File: src/rtl/mips_ctrl_pkg.sv
// Shared control definitions for the MIPS next-PC path: decode transfer types,
// sequencer states and the default reset/exception vectors.
package mips_ctrl_pkg;

  typedef enum logic [2:0] {
    DT_BEQ  = 3'd0,
    DT_BNE  = 3'd1,
    DT_BGEZ = 3'd2,
    DT_BGTZ = 3'd3,
    DT_BLEZ = 3'd4,
    DT_BLTZ = 3'd5,
    DT_J    = 3'd6,
    DT_JR   = 3'd7
  } dec_type_e;

  typedef enum logic {
    ST_RUN     = 1'b0,
    ST_BR_WAIT = 1'b1
  } seq_state_e;

  localparam logic [31:0] DEFAULT_RESET_VEC = 32'h0040_0000;
  localparam logic [31:0] DEFAULT_EXC_VEC   = 32'h0040_0004;

  // Word offset of a conditional branch, sign-extended and scaled to bytes.
  function automatic logic [31:0] branch_offset(input logic [15:0] imm16);
    return {{14{imm16[15]}}, imm16, 2'b00};
  endfunction

endpackage

File: src/rtl/branch_pc_sequencer_if.sv
// Fetch/decode bus between the pipeline front end (master) and the
// next-PC sequencer (slave).
interface branch_pc_sequencer_if;

  logic        imem_ready;
  logic [31:0] pc;
  logic        fetch_valid;
  logic        dec_valid;
  logic [2:0]  dec_type;
  logic [31:0] dec_pc;
  logic [15:0] imm16;
  logic [25:0] instr_index;
  logic [31:0] rs_val;
  logic [31:0] rt_val;
  logic        opnd_ready;
  logic        exc_req;
  logic        stall;
  logic        flush;
  logic        exc_jr;
  logic [31:0] taken_cnt;

  modport master (
    output imem_ready, dec_valid, dec_type, dec_pc, imm16, instr_index,
           rs_val, rt_val, opnd_ready, exc_req,
    input  pc, fetch_valid, stall, flush, exc_jr, taken_cnt
  );

  modport slave (
    input  imem_ready, dec_valid, dec_type, dec_pc, imm16, instr_index,
           rs_val, rt_val, opnd_ready, exc_req,
    output pc, fetch_valid, stall, flush, exc_jr, taken_cnt
  );

endinterface

File: src/rtl/branch_cond_eval.sv
// Combinational branch/jump resolution: taken decision, redirect target and
// misaligned-JR detection for the instruction currently in decode.
module branch_cond_eval
  import mips_ctrl_pkg::*;
(
  input  logic [2:0]  dec_type,
  input  logic [31:0] dec_pc,
  input  logic [15:0] imm16,
  input  logic [25:0] instr_index,
  input  logic [31:0] rs_val,
  input  logic [31:0] rt_val,
  output logic        taken,
  output logic        jr_misaligned,
  output logic [31:0] target
);

  logic [31:0]        pc_plus4;
  logic signed [31:0] rs_s;
  logic signed [31:0] rt_s;

  assign pc_plus4 = dec_pc + 32'd4;
  assign rs_s     = rs_val;
  assign rt_s     = rt_val;

  always_comb begin
    taken         = 1'b0;
    jr_misaligned = 1'b0;
    target        = pc_plus4 + branch_offset(imm16);
    case (dec_type_e'(dec_type))
      DT_BEQ:  taken = (rs_s == rt_s);
      DT_BNE:  taken = (rs_s != rt_s);
      DT_BGEZ: taken = (rs_s >= 32'sd0);
      DT_BGTZ: taken = (rs_s >  32'sd0);
      DT_BLEZ: taken = (rs_s <= 32'sd0);
      DT_BLTZ: taken = (rs_s <  32'sd0);
      DT_J: begin
        taken  = 1'b1;
        target = {pc_plus4[31:28], instr_index, 2'b00};
      end
      DT_JR: begin
        // A misaligned register target becomes an exception, not a transfer.
        jr_misaligned = |rs_val[1:0];
        taken         = ~jr_misaligned;
        target        = rs_val;
      end
      default: ;
    endcase
  end

endmodule

File: src/rtl/branch_pc_sequencer.sv
// Next-PC sequencer: owns the PC, resolves decode transfers and exceptions.
// Define BRANCH_DELAY_SLOT_EN to keep the delay-slot fetch on taken redirects.
module branch_pc_sequencer
  import mips_ctrl_pkg::*;
#(
  parameter logic [31:0] RESET_VEC = DEFAULT_RESET_VEC,
  parameter logic [31:0] EXC_VEC   = DEFAULT_EXC_VEC
) (
  input logic                   clk,
  input logic                   rst_n,
  branch_pc_sequencer_if.slave  bus
);

  seq_state_e  state_q;
  logic [31:0] pc_q;
  logic [31:0] taken_cnt_q;
  logic        fetch_valid_q;
  logic        flush_q;
  logic        exc_jr_q;

  logic        taken;
  logic        jr_misaligned;
  logic [31:0] target;
  logic        resolve;

  branch_cond_eval u_eval (
    .dec_type      (bus.dec_type),
    .dec_pc        (bus.dec_pc),
    .imm16         (bus.imm16),
    .instr_index   (bus.instr_index),
    .rs_val        (bus.rs_val),
    .rt_val        (bus.rt_val),
    .taken         (taken),
    .jr_misaligned (jr_misaligned),
    .target        (target)
  );

  assign resolve = bus.dec_valid & bus.opnd_ready;

  // Stall releases in the very cycle operands arrive so decode resolves once.
  assign bus.stall       = ~bus.opnd_ready & (bus.dec_valid | (state_q == ST_BR_WAIT));
  assign bus.pc          = pc_q;
  assign bus.fetch_valid = fetch_valid_q;
  assign bus.flush       = flush_q;
  assign bus.exc_jr      = exc_jr_q;
  assign bus.taken_cnt   = taken_cnt_q;

  always_ff @(posedge clk) begin
    if (!rst_n) begin
      state_q       <= ST_RUN;
      pc_q          <= RESET_VEC;
      taken_cnt_q   <= 32'd0;
      fetch_valid_q <= 1'b0;
      flush_q       <= 1'b0;
      exc_jr_q      <= 1'b0;
    end else begin
      fetch_valid_q <= 1'b1;
      flush_q       <= 1'b0;
      exc_jr_q      <= 1'b0;
      if (bus.exc_req) begin
        state_q <= ST_RUN;
        pc_q    <= EXC_VEC;
        flush_q <= 1'b1;
      end else if (resolve) begin
        state_q <= ST_RUN;
        if (jr_misaligned) begin
          pc_q     <= EXC_VEC;
          exc_jr_q <= 1'b1;
          flush_q  <= 1'b1;
        end else if (taken) begin
          pc_q        <= target;
          taken_cnt_q <= taken_cnt_q + 32'd1;
`ifdef BRANCH_DELAY_SLOT_EN
          flush_q     <= 1'b0;
`else
          flush_q     <= 1'b1;
`endif
        end else if (bus.imem_ready) begin
          pc_q <= pc_q + 32'd4;
        end
      end else if (bus.dec_valid) begin
        state_q <= ST_BR_WAIT;
      end else begin
        // Leaving BR_WAIT without a transfer still holds the PC for that cycle.
        state_q <= ST_RUN;
        if (state_q == ST_RUN && bus.imem_ready) begin
          pc_q <= pc_q + 32'd4;
        end
      end
    end
  end

endmodule

File: src/flat_wrapper.sv
// flat-port wrapper written by rule: the top's interface ports become plain ports
module branch_pc_sequencer_flat import mips_ctrl_pkg::*;
#(
  parameter logic [31:0] RESET_VEC = DEFAULT_RESET_VEC,
  parameter logic [31:0] EXC_VEC   = DEFAULT_EXC_VEC
)
  (clk, rst_n, bus_imem_ready, bus_dec_valid, bus_dec_type, bus_dec_pc, bus_imm16, bus_instr_index, bus_rs_val, bus_rt_val, bus_opnd_ready, bus_exc_req, bus_pc, bus_fetch_valid, bus_stall, bus_flush, bus_exc_jr, bus_taken_cnt);
  branch_pc_sequencer_if bus_i ();
  input logic clk;
  input logic rst_n;
  input wire logic [$bits(bus_i.imem_ready)-1:0] bus_imem_ready;
  input wire logic [$bits(bus_i.dec_valid)-1:0] bus_dec_valid;
  input wire logic [$bits(bus_i.dec_type)-1:0] bus_dec_type;
  input wire logic [$bits(bus_i.dec_pc)-1:0] bus_dec_pc;
  input wire logic [$bits(bus_i.imm16)-1:0] bus_imm16;
  input wire logic [$bits(bus_i.instr_index)-1:0] bus_instr_index;
  input wire logic [$bits(bus_i.rs_val)-1:0] bus_rs_val;
  input wire logic [$bits(bus_i.rt_val)-1:0] bus_rt_val;
  input wire logic [$bits(bus_i.opnd_ready)-1:0] bus_opnd_ready;
  input wire logic [$bits(bus_i.exc_req)-1:0] bus_exc_req;
  output wire logic [$bits(bus_i.pc)-1:0] bus_pc;
  output wire logic [$bits(bus_i.fetch_valid)-1:0] bus_fetch_valid;
  output wire logic [$bits(bus_i.stall)-1:0] bus_stall;
  output wire logic [$bits(bus_i.flush)-1:0] bus_flush;
  output wire logic [$bits(bus_i.exc_jr)-1:0] bus_exc_jr;
  output wire logic [$bits(bus_i.taken_cnt)-1:0] bus_taken_cnt;
  assign bus_i.imem_ready = bus_imem_ready;
  assign bus_i.dec_valid = bus_dec_valid;
  assign bus_i.dec_type = bus_dec_type;
  assign bus_i.dec_pc = bus_dec_pc;
  assign bus_i.imm16 = bus_imm16;
  assign bus_i.instr_index = bus_instr_index;
  assign bus_i.rs_val = bus_rs_val;
  assign bus_i.rt_val = bus_rt_val;
  assign bus_i.opnd_ready = bus_opnd_ready;
  assign bus_i.exc_req = bus_exc_req;
  assign bus_pc = bus_i.pc;
  assign bus_fetch_valid = bus_i.fetch_valid;
  assign bus_stall = bus_i.stall;
  assign bus_flush = bus_i.flush;
  assign bus_exc_jr = bus_i.exc_jr;
  assign bus_taken_cnt = bus_i.taken_cnt;
  branch_pc_sequencer #(.RESET_VEC(RESET_VEC), .EXC_VEC(EXC_VEC)) u_core (.clk(clk), .rst_n(rst_n), .bus(bus_i));
endmodule
File: config.mk
export PLATFORM = sky130hd
export DESIGN_NAME = branch_pc_sequencer_flat
export DESIGN_NICKNAME = d
export VERILOG_FILES = /design/src/rtl/mips_ctrl_pkg.sv /design/src/rtl/branch_pc_sequencer_if.sv /design/src/rtl/branch_cond_eval.sv /design/src/rtl/branch_pc_sequencer.sv /design/src/flat_wrapper.sv
export SDC_FILE = /design/constraint.sdc
export NUM_CORES = 1
export LEC_CHECK = 0
export BUFFER_PORTS_ARGS = -buffer_cell sky130_fd_sc_hd__buf_4
export CAP_MARGIN = 20
export CORE_ASPECT_RATIO = 0.6
export CORE_UTILIZATION = 45
export CTS_CLUSTER_DIAMETER = 80
export CTS_CLUSTER_SIZE = 30
export DETAILED_ROUTE_END_ITERATION = 10
export PLACE_DENSITY = 0.72
export SYNTH_ARGS = -nofsm -noshare
export SYNTH_HDL_FRONTEND = slang
export SYNTH_SLANG_ARGS = --single-unit
File: constraint.sdc
create_clock -name clk -period 9.1 [get_ports clk]
set_clock_uncertainty 0.15 [all_clocks]
set_input_delay 0 -clock clk [delete_from_list [all_inputs] [get_ports clk]]
set_output_delay 0 -clock clk [all_outputs]
set_load 0.02 [all_outputs]
==> reports/qor.yml, run 1 <==
status:
  outcome: "completed"
synthesis:
  yosysUniqueCellTypes: 66
  synthTopCellsByCount: "nand2_1, xnor2_1, a21oi_1, nor2_1, dfxtp_1"
  syn_area_per_cell_um2: 7.34
  synth_top_area_cell: "dfxtp_1"
  ys_ff_latch: 68
  ys_seq_area_share_pct: 19.5
  synth_nets: 1136
  yosysMostFrequentCell: "nand2_1"
  synth_area_um2: 6980
  synth_top_area_share_pct: 19.5
  synth-edff-count: 0
  synthFlopType: "dfxtp_1"
  ys_top_cells_by_area: "dfxtp_1, xnor2_1, ha_1"
  syn_inst: 951
  yosysWarnings: 0
  synthArstFlopShare_pct: 0
grt:
  grt_max_degree: 44
  grt_pass1_wl_mm: 40.2
  antenna_found_initial: 0
  grt_pass1_vias: 7313
  gr-total-overflow: 0
  track_usage_pct: 32.3
pwr:
  switching_share_pct: 30.0
  total_power_mw: 1.12
  intPower_mw: 0.786
  max-vdd-ir-drop_v: 0.000117
  power_frac_seq_pct: 27.7
  power_leakage_nw: 3.82
  switchingPower_mw: 0.337
  clkPwrFrac_pct: 41.8
  p_per_area_nw_per_um2: 121
  pwr-share-comb_pct: 30.6
worst_setup_path:
  worstPathMaxFanout: 10
  cp.required_ps: 9140
  end_kind: "register"
  crit_arrival_ps: 3440
  worst_setup_path_start_kind: "input port"
  critical_path_class: "input port to register"
route:
  ant_nets: 0
  wl_per_cell_um: 19.5
  drt-total-wl_mm: 26.4
  drc: 0
  drtIter0Drc: 830
  dr.pass1.iters: 7
  via_per_inst: 6.07
  vias: 8230
place:
  dp_hpwl_mm: 20.9
  port_buffers: 214
  gp_congestion: 0.992
  dp_slack_ps: 5180
die:
  rows: 34
  ioPinCount: 215
  fp.dieW_um: 163
  initial_core_util_pct: 47.2
  die_area_um2: 16000
  coreArea_um2: 14800
  die_h_um: 98.5
cells_and_area:
  synthToLayoutAreaGrowth_pct: 32.4
  n_antenna_cell: 0
  fin_util_pct: 62.4
  drive_above_1_share_pct: 21.9
  nNetsFinal: 1337
timing:
  tns_ps: 0
  slew_viol_final: 0
  setup_viol_count_final: 0
  hold_ws_ps: 7.22
  finalCritPeriodShare_pct: 37.4
  max_freq_ghz: 0.294
  hold_viol_final: 0
  slew_headroom_pct: 27.6
  min_period_ps: 3400
  rsz0062_at_grt: "no"
  setup_slack_ps: 5700
  tightest_slew_ps: 1090
clock_tree:
  cts_tree: "built"
  cts.sinks: 68
  cts-resized-gates: 0
  numCtsBuffers: 9
  cts.path.max_buffers: 2
  clk_latency_ps: 340
  clk_pin_slew_ps: 60
  post_cts_buffers: 0
  cts_hold_buf: 12
  cts_root_buf: "clkbuf_16"
  h-tree-depth: 3
hold_path:
  holdCritPathClass: "input port to register"
flow_run:
  maxCapViolCount: 0
[through the flow]
step | instances | cell area [um^2]
3_5_place_dp | 1326 | 8720
5_1_grt | 1355 | 9240
4_1_cts | 1354 | 9240
6_report | 1355 | 9240
2_1_floorplan | 951 | 6980
3_3_place_gp | 1325 | 8710
[cell usage in the layout, fill, tap and decap left out, drive strengths merged, types with 16 or more instances in the layout]
master / instances
a21oi: 89
and3: 22
buf: 220
dfxtp: 68
ha: 37
inv: 19
mux2i: 34
nand2: 95
nand2b: 18
nand3: 57
nand4: 36
nor2: 70
nor3: 19
nor4: 26
o211ai: 16
o21ai: 41
xnor2: 90
xor2: 18
[routing by layer]
| layer | share of wire [%] | vias to the layer above | GRT usage [%] | routed length, um |
|---|---|---|---|---|
| li1 | - | 3936 | - | - |
| met1 | 48 | 3828 | 49.5 | 12600 |
| met2 | 39 | 437 | 44.5 | 10400 |
| met3 | 12 | 29 | 8.42 | 3050 |
| met4 | 1.3 | 0 | 5.90 | 346 |
| met5 | 0 | - | 1.21 | 0 |
[flip-flops by register name (all words and copies together), names as in the netlist, named ones only]
name                    flops
u_core.bus.exc_jr           1
u_core.bus.fetch_valid      1
u_core.bus.flush            1
u_core.bus.pc              30
u_core.bus.taken_cnt       32
u_core.state_q              1
[path summary, 6_finish.rpt]
| check | end | depth (start not counted) | from | slack (ps) |
|---|---|---|---|---|
| worst max-delay path | u_core.bus.pc[29] | 15 | bus_dec_pc[14] | 5700 |
| worst min-delay path | u_core.bus.pc[9] | 5 | bus_instr_index[7] | 7 |
| worst max register to register | u_core.bus.taken_cnt[19] | 9 | u_core.bus.taken_cnt[3] | 5900 |
| worst min register to register | u_core.bus.taken_cnt[31] | 2 | u_core.bus.taken_cnt[31] | 350 |
[worst max-delay path, cell delays in order]
cell and delay (ps):
buf_4 100, and3_1 210, and3_1 350, and4_1 420
nand4_1 150, xnor2_1 150, ha_1 410, a21o_1 200
a21o_1 170, a21o_1 190, a2111oi_0 390, o21bai_1 130
a31oi_1 230, mux2i_1 220, a31oi_1 90
[power by group through the flow]
stage / clock network, mW / logic [mW] / registers (mW)
after detailed placement: 0 / 0.330 / 0.317
after global placement: 0 / 0.330 / 0.317
final: 0.469 / 0.343 / 0.311
after floorplan: 0 / 0.192 / 0.321
after global routing: 0.486 / 0.371 / 0.312
after CTS: 0.470 / 0.337 / 0.311
[cell families (layout without fill, tap and decap cells)]
logic type      after synthesis  in the layout  share of synthesized area [%]
flops                        68             68                           19.5
fa+ha+maj                    38             38                           6.92
mux                          39             39                           5.73
simple gates                402            402                           29.7
buf+inv                      61            267                           3.35
xor+xnor                    108            108                           13.5
compound gates              235            235                           21.2
[final cells by class]
| class | instances | area (um^2) |
|---|---|---|
| clock inverter | 6 | 159 |
| tap | 198 | 248 |
| clock buffer | 10 | 239 |
| sequential | 68 | 1360 |
| inverter | 19 | 71.3 |
| multi-input combinational | 822 | 5400 |
| timing repair buffer | 232 | 1770 |
| fill | 1348 | 5560 |
Power figures use the tool's default switching activity.
==> run 2, diff against run 1 <==
==> constraint.sdc (replaced) <==
create_clock -name clk -period 3.3 [get_ports clk]
set_clock_uncertainty 0.15 [all_clocks]
set_input_delay 0 -clock clk [delete_from_list [all_inputs] [get_ports clk]]
set_output_delay 0 -clock clk [all_outputs]
set_load 0.02 [all_outputs]
==> run 2 against run 1 <==
Register-to-register slack got worse by 5500 ps. Die area unchanged. Global-route usage increased by 0.61 points. Flip-flop and latch count unchanged. Total power increased to 2.6 times the previous value. First-iteration DRC count increased by 21%. Final cell count increased by 2.8%. Sequential share of layout area decreased by 0.35 points. Worst hold slack got worse by 1.7 ps. Non-clock buffer count increased by 38. Combinational power increased to 2.9 times the previous value. Critical endpoint unchanged.
==> reports/qor.yml, run 2 (synthesized netlist as in run 1, its figures left out) <==
grt:
  gr-total-overflow: 0
  track_usage_pct: 32.9
  antenna_found_initial: 0
  grt_pass1_wl_mm: 41.1
  grt_pass1_vias: 7535
  grt_max_degree: 36
timing:
  hold_viol_final: 0
  slew_viol_final: 0
  max_freq_ghz: 0.326
  hold_ws_ps: 5.49
  setup_viol_count_final: 0
  finalCritPeriodShare_pct: 93.0
  rsz0062_at_grt: "no"
  min_period_ps: 3070
  setup_slack_ps: 230
  tightest_slew_ps: 1050
  slew_headroom_pct: 29.4
cells_and_area:
  largest_reg_flops: 32
  drive_above_1_share_pct: 24.4
  mostFrequentLayoutCells: "buf_4, nand2_1, xnor2_1"
  synthToLayoutAreaGrowth_pct: 35.6
  layout_commonest_cell: "buf_4"
  n_antenna_cell: 0
  nNetsFinal: 1375
pwr:
  p_per_area_nw_per_um2: 307
  total_power_mw: 2.91
  power_leakage_nw: 3.98
  max-vdd-ir-drop_v: 0.000287
worst_setup_path:
  cp.required_ps: 3350
  worstPathMaxFanout: 5
  path_depth: 16
  rr_endpoint: "u_core.bus.pc[30]"
  worst_setup_path_start_kind: "input port"
  crit_buf_inv: 2
  r2r-start: "u_core.bus.pc[17]"
  crit_arrival_ps: 3120
  crit_path_cell_trace: "buf_4 > nand4_1 > nor4_1 > buf_4 > and2_1 > nand3_1 > xnor2_1 > ha_1 > a21o_1 > a21o_1 > a21o_1 > a2111oi_1 > o21bai_1 > a31oi_1 > mux2i_1 > a31oi_1"
  path_common_cell: "a21o_1"
  timing.reg2reg.setup_slack_ps: 400
  path_delay_family: "compound AO/OA/AOI/OAI gates"
  crit_start: "bus_dec_pc[8]"
  critPathSlowestCell: "a2111oi_1"
  critical_path_class: "input port to register"
  worstSetupEndpoint: "u_core.bus.pc[29]"
  end_kind: "register"
  worstRegToRegCells: 8
  max_stage_delay_ps: 380
route:
  drtIter0Drc: 1008
  ant_nets: 0
  wl_per_cell_um: 19.0
  dr.pass1.iters: 5
  drt-total-wl_mm: 26.5
  via_per_inst: 5.99
  vias: 8349
  drc: 0
clock_tree:
  cts_tree: "built"
  cts.sinks: 68
  cts.path.max_buffers: 2
  cts_root_buf: "clkbuf_16"
  h-tree-depth: 3
  post_cts_buffers: 0
  clk_pin_slew_ps: 60
  numCtsBuffers: 9
  clk_latency_ps: 330
die:
  coreArea_um2: 14800
  die_h_um: 98.5
  fp.dieW_um: 163
  die_area_um2: 16000
  initial_core_util_pct: 47.2
  ioPinCount: 215
  rows: 34
status:
  outcome: "completed"
place:
  dp_slack_ps: -79.9
  port_buffers: 214
  gp_congestion: 1.02
  dp_hpwl_mm: 21.1
hold_path:
  holdCritPathClass: "input port to register"
flow_run:
  maxCapViolCount: 0
-- run 2: power by group --
group,leakage (nW),internal (mW),switching (mW)
sequential,0.550,0.836,0.0205
combinational,3.26,0.450,0.543
clock,0.162,0.682,0.377
-- run 2: tightest hold or removal path: cells and delay by family --
kind                   cells  cell delay (ps)
AO/OA/AOI/OAI              2              230
buffers and inverters      1               80
multiplexers               1               70
AND/OR/NAND/NOR            1               70
-- run 2: stage by stage --
| step | setup TNS, ps | cells | cell area, um^2 | utilization, % |
|---|---|---|---|---|
| 2_1_floorplan | 0 | 951 | 6980 | - |
| 3_3_place_gp | 0 | 1364 | 9000 | 60.8 |
| 3_5_place_dp | -79.9 | 1364 | 9000 | 60.8 |
| 4_1_cts | 0 | 1393 | 9460 | 63.9 |
| 5_1_grt | 0 | 1393 | 9470 | 64.0 |
| 6_report | 0 | 1393 | 9470 | 64.0 |
-- run 2: cell type report --
cell class	count	area [um^2]
inverters	19	71.3
repair buffers	270	2060
multi-input cells	822	5400
clock buffers	10	239
flip-flops and latches	68	1360
fillers	1364	5340
clock inverters	6	87.6
well taps	198	248
-- run 2: timing repair --
action / CTS / global route
setup endpoints to repair: 0 / 3
resized for setup: 0 / 2
hold buffers: 13 / 0
hold endpoints to repair: 20 / 0
-- run 2: how the worst min path moves through the flow --
| stage | start | endpoint | slack [ps] | cells after the start |
|---|---|---|---|---|
| finish | bus_instr_index[7] | u_core.bus.pc[9] | 5 | 5 |
| global route | bus_opnd_ready | u_core.bus.pc[14] | 20 | 4 |
| CTS | bus_instr_index[21] | u_core.bus.pc[23] | 0.3 | 5 |
| detailed placement | bus_dec_pc[0] | register | 120 | 3 |
| global placement | bus_dec_pc[1] | register | 120 | 3 |
| floorplan | rst_n | u_core.bus.fetch_valid | -120 | 0 |
-- run 2: layer usage --
layer / track usage, % / vias to the layer above / part of all wire (%)
li1: - / 4011 / -
met1: 50.3 / 3867 / 48
met2: 45.4 / 448 / 39
met3: 8.71 / 23 / 12
met4: 5.90 / 0 / 1.1
met5: 0 / - / 0
